--- src/rtl/pipe_stall_ctrl.sv ---
// ---------------------------------------------------------------------------
// pipe_stall_ctrl
//
// Central stall/flush controller for the five-stage MIPS pipeline. It drives
// the F/D write enables and the E-stage bubble from three stall sources:
//   - register data hazards (Tuse/Tnew comparison against the E and M
//     destination registers),
//   - multiply/divide unit occupancy, tracked by a small IDLE/BUSY FSM with a
//     down-counter,
//   - eret in D while an mtc0 to EPC is still in flight in E or M.
// An exception request from CP0 (Req) overrides every stall. It flushes E and
// cancels a mult/div that is starting in E in the same cycle.
//
// All enables are combinational. Only the MDU FSM/counter is registered.
//
// Optional feature: when the macro STALL_PERF_CNT_EN is defined, the block
// gains two 32-bit wrapping performance counters, stallCycles and
// mdStallCycles. When the macro is undefined, those ports and registers are
// absent.
//
// Ports:
//   clk            clock
//   reset          asynchronous active-high reset
//   Req            exception/interrupt request (flush all)
//   rsD, rtD       source register indices of the D instruction
//   tuseRsD/RtD    cycles until rs/rt is needed (3 = operand unused)
//   a3E, tnewE     destination / result latency of the E instruction
//   a3M, tnewM     destination / result latency of the M instruction
//   mdD            D instruction uses the MDU
//   mdStartE       E holds mult/multu/div/divu
//   mdIsDivE       qualifies mdStartE: 1 = divide, 0 = multiply
//   eretD          D holds eret
//   mtc0EpcE/M     E/M holds an mtc0 that writes EPC
//   weF, weD       PC and F/D register write enables
//   flushE         load a bubble into the D/E register
//   mdBusy         MDU occupied (BUSY, or a start accepted this cycle)
//   stall          composite stall indicator
//   stallCycles    (STALL_PERF_CNT_EN) cycles with stall=1
//   mdStallCycles  (STALL_PERF_CNT_EN) cycles stalled on the MDU
// ---------------------------------------------------------------------------
module pipe_stall_ctrl #(
    parameter int MULT_CYCLES = 5,
    parameter int DIV_CYCLES  = 10,
    parameter int CNT_W       = 4
) (
    input  logic       clk,
    input  logic       reset,
    input  logic       Req,
    input  logic [4:0] rsD,
    input  logic [4:0] rtD,
    input  logic [1:0] tuseRsD,
    input  logic [1:0] tuseRtD,
    input  logic [4:0] a3E,
    input  logic [1:0] tnewE,
    input  logic [4:0] a3M,
    input  logic [1:0] tnewM,
    input  logic       mdD,
    input  logic       mdStartE,
    input  logic       mdIsDivE,
    input  logic       eretD,
    input  logic       mtc0EpcE,
    input  logic       mtc0EpcM,
    output logic       weF,
    output logic       weD,
    output logic       flushE,
    output logic       mdBusy,
    output logic       stall
`ifdef STALL_PERF_CNT_EN
    ,
    output logic [31:0] stallCycles,
    output logic [31:0] mdStallCycles
`endif
);

    typedef enum logic {
        IDLE = 1'b0,
        BUSY = 1'b1
    } md_state_t;

    localparam logic [CNT_W-1:0] MULT_LOAD = CNT_W'(MULT_CYCLES);
    localparam logic [CNT_W-1:0] DIV_LOAD  = CNT_W'(DIV_CYCLES);
    localparam logic [CNT_W-1:0] CNT_ONE   = CNT_W'(1);

    md_state_t        state, state_next;
    logic [CNT_W-1:0] cnt, cnt_next;

    logic md_accept;   // start accepted this cycle (not cancelled by Req)
    logic stall_rs;
    logic stall_rt;
    logic stall_md;
    logic stall_eret;
    logic stall_any;

    assign md_accept = mdStartE & ~Req;

    // -----------------------------------------------------------------------
    // MDU FSM: state register
    // -----------------------------------------------------------------------
    // NOTE: state registers use non-blocking assignments so that every
    // always_ff samples pre-edge values, independent of evaluation order.
    always_ff @(posedge clk or posedge reset) begin
        if (reset) begin
            state <= IDLE;
            cnt   <= '0;
        end else begin
            state <= state_next;
            cnt   <= cnt_next;
        end
    end

    // -----------------------------------------------------------------------
    // MDU FSM: next state
    // -----------------------------------------------------------------------
    // NOTE: every output of this block gets a default first. A path that
    // leaves one unassigned would infer a latch.
    always_comb begin
        state_next = state;
        cnt_next   = cnt;

        if (md_accept) begin
            // A new op loads the counter in either state. While BUSY this
            // should be prevented by the stall, but it is defined as a reload.
            cnt_next   = mdIsDivE ? DIV_LOAD : MULT_LOAD;
            state_next = (cnt_next != '0) ? BUSY : IDLE;
        end else if (state == BUSY) begin
            // Req does not abort an issued op. The counter keeps running.
            cnt_next = cnt - CNT_ONE;
            if (cnt == CNT_ONE) begin
                state_next = IDLE;
            end
        end
    end

    assign mdBusy = (state == BUSY) | md_accept;

    // -----------------------------------------------------------------------
    // Hazard detection
    // -----------------------------------------------------------------------
    // A source register stalls D when a producer in E or M writes it and the
    // producer's result arrives later than the consumer needs it. $0 is never
    // a real dependency. Checking src != 0 also rules out a3E/a3M == 0.
    function automatic logic src_hazard(
        input logic [4:0] src,
        input logic [1:0] tuse,
        input logic [4:0] a3_e,
        input logic [1:0] tnew_e,
        input logic [4:0] a3_m,
        input logic [1:0] tnew_m
    );
        logic hit_e;
        logic hit_m;
        hit_e = (src == a3_e) && (tnew_e > tuse);
        hit_m = (src == a3_m) && (tnew_m > tuse);
        return (src != 5'd0) && (tuse != 2'd3) && (hit_e || hit_m);
    endfunction

    assign stall_rs   = src_hazard(rsD, tuseRsD, a3E, tnewE, a3M, tnewM);
    assign stall_rt   = src_hazard(rtD, tuseRtD, a3E, tnewE, a3M, tnewM);
    assign stall_md   = mdD & mdBusy;
    // eret reads EPC in D, so it must wait until no mtc0 to EPC is pending.
    assign stall_eret = eretD & (mtc0EpcE | mtc0EpcM);

    assign stall_any = stall_rs | stall_rt | stall_md | stall_eret;

    // -----------------------------------------------------------------------
    // Outputs. Req wins: F and D keep advancing (the D register self-clears
    // and F loads the handler PC) while E receives a bubble.
    // -----------------------------------------------------------------------
    assign stall  = stall_any & ~Req;
    assign weF    = ~stall;
    assign weD    = ~stall;
    assign flushE = stall | Req;

`ifdef STALL_PERF_CNT_EN
    // -----------------------------------------------------------------------
    // Performance counters (wrap naturally at 2^32)
    // -----------------------------------------------------------------------
    always_ff @(posedge clk or posedge reset) begin
        if (reset) begin
            stallCycles   <= '0;
            mdStallCycles <= '0;
        end else begin
            if (stall) begin
                stallCycles <= stallCycles + 32'd1;
            end
            if (stall_md & ~Req) begin
                mdStallCycles <= mdStallCycles + 32'd1;
            end
        end
    end
`endif

endmodule
--- config.mk ---
export PLATFORM = sky130hd
export DESIGN_NAME = pipe_stall_ctrl
export DESIGN_NICKNAME = d
export VERILOG_FILES = /design/src/rtl/pipe_stall_ctrl.sv
export SDC_FILE = /design/constraint.sdc
export NUM_CORES = 1
export LEC_CHECK = 0
export ABC_AREA = 1
export CORE_MARGIN = 10
export CORE_UTILIZATION = 25
export DETAILED_ROUTE_END_ITERATION = 7
export PLACE_DENSITY = 0.63
export RECOVER_POWER = 50
export SYNTH_ARGS = -nofsm -noshare
export SYNTH_HDL_FRONTEND = slang
export SYNTH_SLANG_ARGS = --single-unit
--- constraint.sdc ---
create_clock -name clk -period 1.8 [get_ports clk]
set_clock_uncertainty 0.2 [all_clocks]
set_input_delay 0.36 -clock clk [delete_from_list [all_inputs] [get_ports clk]]
set_output_delay 0.36 -clock clk [all_outputs]
set_load 0.01 [all_outputs]
Yosys cells after proc, flatten, opt, wreduce, memory -nomap -nowiden --
Index checks and enable logic that the tools add are counted.
Word-level totals: bits in registers 5, input port bits 37, output and inout port bits 5, word-level logic and storage cells 47
Cells by class: add/sub/neg operators 1, $lt $le $gt $ge 4, equal/unequal tests 7, mux-type cells 7, bitwise logic cells 12, reduce and logical (&&, ||, !) cells 14
Operator list (count):
- $eq 5x5->1 | 4
- $mux 4 | 3
- $reduce_bool 5->1 | 2
- $gt 2x2->1 | 4
- $logic_and 1x1->1 | 8
- $or 1x1->1 | 6
- $and 1x1->1 | 4
- $eq 4x1->1 const B | 1
- $mux 1 | 4
- $ne 2x2->1 const B | 2
- $reduce_bool 4->1 | 1
- $sub 4x1->4 const B | 1
- $logic_or 1x1->1 | 2
- $not 1->1 | 2
- $reduce_bool 2->1 | 1

Longest topological paths before layout --
depth in word-level cells 9, depth in mapped cells 13, mapped depth without buffers 13

Least setup slack after synthesis --
No wires, ideal clock.
path type input-to-output, start input tuseRtD[1], end output weF, data arrival time 1429 ps, required time 1240 ps, slack -189 ps, stages 13, buffers on the path 1, cells stage by stage inv_1 > ha_1 > nand2_1 > inv_1 > nor2_1 > nand2_1 > nor2_1 > nand2_1 > nand2_1 > nand2_1 > nand3_2 > nand2_2 > buf_4
On the way: cells in the longest elaborated chain, start to end 9, elaborated cells on any way between the ends 13, classes of those cells order compare: 2; eq/ne: 1; bitwise: 5; reduce/logical: 5
Ends and longest elaborated chain:
- start, declared | RTL line 52 | input logic [1:0] tuseRtD,
- $gt 2x2->1 (on tied branches) | RTL line 152, 153
- $logic_and 1x1->1 (on tied branches) | RTL line 152, 153
- $logic_or 1x1->1 | RTL line 154 | return (src != 5'd0) && (tuse != 2'd3) && (hit_e || hit_m);
- $logic_and 1x1->1 (*) | RTL line 154
- $or 1x1->1 (*) (3 in series) | RTL line 163 | assign stall_any = stall_rs | stall_rt | stall_md | stall_eret;
- $and 1x1->1 (*) | RTL line 169 | assign stall = stall_any & ~Req;
- $not 1->1 (*)
- end, declared | RTL line 63 | output logic weF,
Every way passes the cells marked *; elsewhere a longest branch is shown, timed or not.

Worst setup path after layout --
start input tnewM[0], end output stall
On the way: cells in the longest elaborated chain, start to end 8, elaborated cells on any way between the ends 12, classes of those cells order compare: 2; bitwise: 4; reduce/logical: 6
Ends and longest elaborated chain:
- start, declared | RTL line 56 | input logic [1:0] tnewM,
- $gt 2x2->1 | RTL line 153 | hit_m = (src == a3_m) && (tnew_m > tuse);
- $logic_and 1x1->1 | RTL line 153
- $logic_or 1x1->1 | RTL line 154
- $logic_and 1x1->1 | RTL line 154
- $or 1x1->1 (*) (3 in series) | RTL line 163
- $and 1x1->1 (*) | RTL line 169
- end, declared | RTL line 67 | output logic stall
Marked as above.

==> metrics.txt <==
run status finished with violations; failing checks negative setup slack; Synth Instances 171; vias in the first global route 1206; ys flop type dfrtp_1; slew margin rel. 0.873; fin area 1630 sq um; nets 269; worst-case reg-to-reg path depth 5; reg-to-reg slack, setup 0.47 ns; post-CTS setup buffer count 0; Vias 1139; Die ar. 6590 sq um; Hold Crit Class primary input to asynchronous set/reset pin; Async SR Flop Fraction 1.00; DRT antenna net count 0; Fillers 421; Synth Warn # 0; DRC 0; number of flops mapped to enable cells by yosys 0; Root Buffer Master clkbuf_8; Layout Cells excl Fill 269; TritonCTS clock tree yes; Place WS -1.23 ns; R2R Path End cnt[2]; P per Cell Area 614 nW/um^2; Placed Area 1530 sq um; area of the multi-input gates 800 sq um; Startpoint Class primary input; area added between synthesis and finish 73.8%; met2 Usage GRT 0.166; dpl hpwl 2.55 mm; CP arrival 1.54 ns; core area 3630 sq um; Setup CP Type primary input to output pin; Antenna Cells 0; Clock Sinks 5; Slew Limit Fails 0; area leader, netlist nand2_1; routed wire length 2.89 mm; IO Count 42; cts bufs inserted 3; top cell type's share of synthesized area 0.237; endpoints failing hold 0; I/O Buffers 41; # setup viols final 4; Clk Latency, worst-skew pair 0.22 ns; share of cells above drive strength 1 0.253; Via density 4.23; maximum clock rate 476 MHz; Area contributors post-synth nand2_1 (24%), inv_1 (14%), dfrtp_1 (13%); initial antenna violation count 0; Hold Slack 0.285 ns; met3 Use GR 0.0320; peak supply drop 0.226 mV; Tcrit/Tclk final 1.17; Worst Path Max Fanout 3; largest net degree at the start of global routing 7; Leakage 0.893 nW; Mapped Avg Cell Area 5.47 sq um; count of cell types in the netlist 21; global-route wire length before repair 4.94 mm; Critical R2R Launch cnt[0]; Req. time, crit path 1.24 ns; CP endpoint kind output pin; Clock transition at path regs 0.04 ns; sequential fraction of the synthesis area 0.134; Total GRT Usage 0.0924; GP Congestion 0.899; Post-CTS Hold Buffers 0; Finished Core Util 0.448; Die Y 81.2 microns; synthesized net count 218; GRT Residual Overflow 0; MaxCap Viol Count 0; DR iter-0 viols 6; initial core utilization 0.258; Die X 81.2 microns; post-synthesis register bit count 5; Placed Cells incl. Taps 266; RSZ-0062 raised after global routing true; Worst Tran Pin Value 0.189 ns; worst setup margin -0.302 ns; GR peak layer met2; WL per Instance 10.7 microns; row count 22; TNS Setup -1.10 ns; H-tree Lvls 1; shortest period the worst path allows 2.10 ns; Total Power 0.998 mW; Clock Tree Buf Depth 2; Register Area 125 sq um; Initial DRT Pass Iterations 4; met1 Track Usage GR 0.0957; synthesized area 936 sq um
cell families after synthesis:
| group | count (synthesis) | synth area share |
|---|---|---|
| AO/OA/AOI/OAI | 17 | 0.0989 |
| XOR/XNOR | 6 | 0.0561 |
| buffers and inverters | 41 | 0.168 |
| adder cells (fa/ha/maj) | 10 | 0.134 |
| flip-flops | 5 | 0.134 |
| AND/OR/NAND/NOR | 92 | 0.409 |
sequential cells by signal (all words and copies together), names as in the netlist:
| name | count |
|---|---|
| state | 1 |
| cnt | 4 |
layout make-up:
type | count | area share
multi-input cells | 125 | 0.492
repair buffers | 47 | 0.262
inverters | 40 | 0.105
flip-flops and latches | 5 | 0.0769
well taps | 48 | 0.0369
clock buffers | 4 | 0.0277
synthesized netlist by cell type (2+ instances only):
cell / instances
a21oi_1: 5
nor2_1: 18
ha_1: 10
nand2_2: 3
xor2_1: 5
nand3_1: 7
dfrtp_1: 5
nand4_1: 2
o21ai_0: 8
nand2_1: 59
inv_1: 35
inv_2: 4
o21bai_1: 2
layer usage:
layer | wire length [microns] | part of all wire
met4 | 56 | 0.019
met1 | 1190 | 0.41
met2 | 1430 | 0.50
met3 | 207 | 0.072
met5 | 0 | 0
worst max-delay path by stage:
stage | cells past startpoint | start | endpoint | slack (ns)
finish | 13 | tnewM[0] | stall | -0.30
CTS | 16 | tuseRsD[1] | stall | -0.34
detailed placement | 15 | tuseRsD[1] | stall | -1.23
floorplan | 12 | tuseRsD[1] | weF | -0.10
global route | 14 | tuseRsD[1] | stall | -0.43
global placement | 14 | tnewE[1] | stall | -1.22
critical path, cell delays in order:
cell and delay, ns:
clkdlybuf4s15_1 0.17, inv_2 0.09, ha_4 0.20, nand2_1 0.06
nand3_1 0.06, nor2_1 0.10, nand3_1 0.08, nand2_1 0.07
nand2_2 0.06, nand3_2 0.08, nand2_4 0.06, inv_2 0.05
buf_6 0.09
timing repair:
item	CTS	global route
resized for setup	94	13
pin swaps	23	20
setup endpoints to repair	5	6
power breakdown:
part	switching, mW	internal (mW)	total [mW]
sequential	0.0392	0.171	0.210
combinational	0.302	0.278	0.580
clock	0.0566	0.152	0.209
total	0.397	0.601	0.998
placed cells by master (no fill, tap or decap), drive strengths merged, types with 2 or more instances in the layout:
cell            n
clkdlybuf4s50   5
nand2          63
clkbuf          4
o21bai          2
dlygate4sd2    21
ha             10
nand3           8
nand4           2
dfrtp           5
nor2           18
buf            18
a21oi           5
xor2            5
o21ai           9
inv            39
Power figures use the tool's default switching activity.
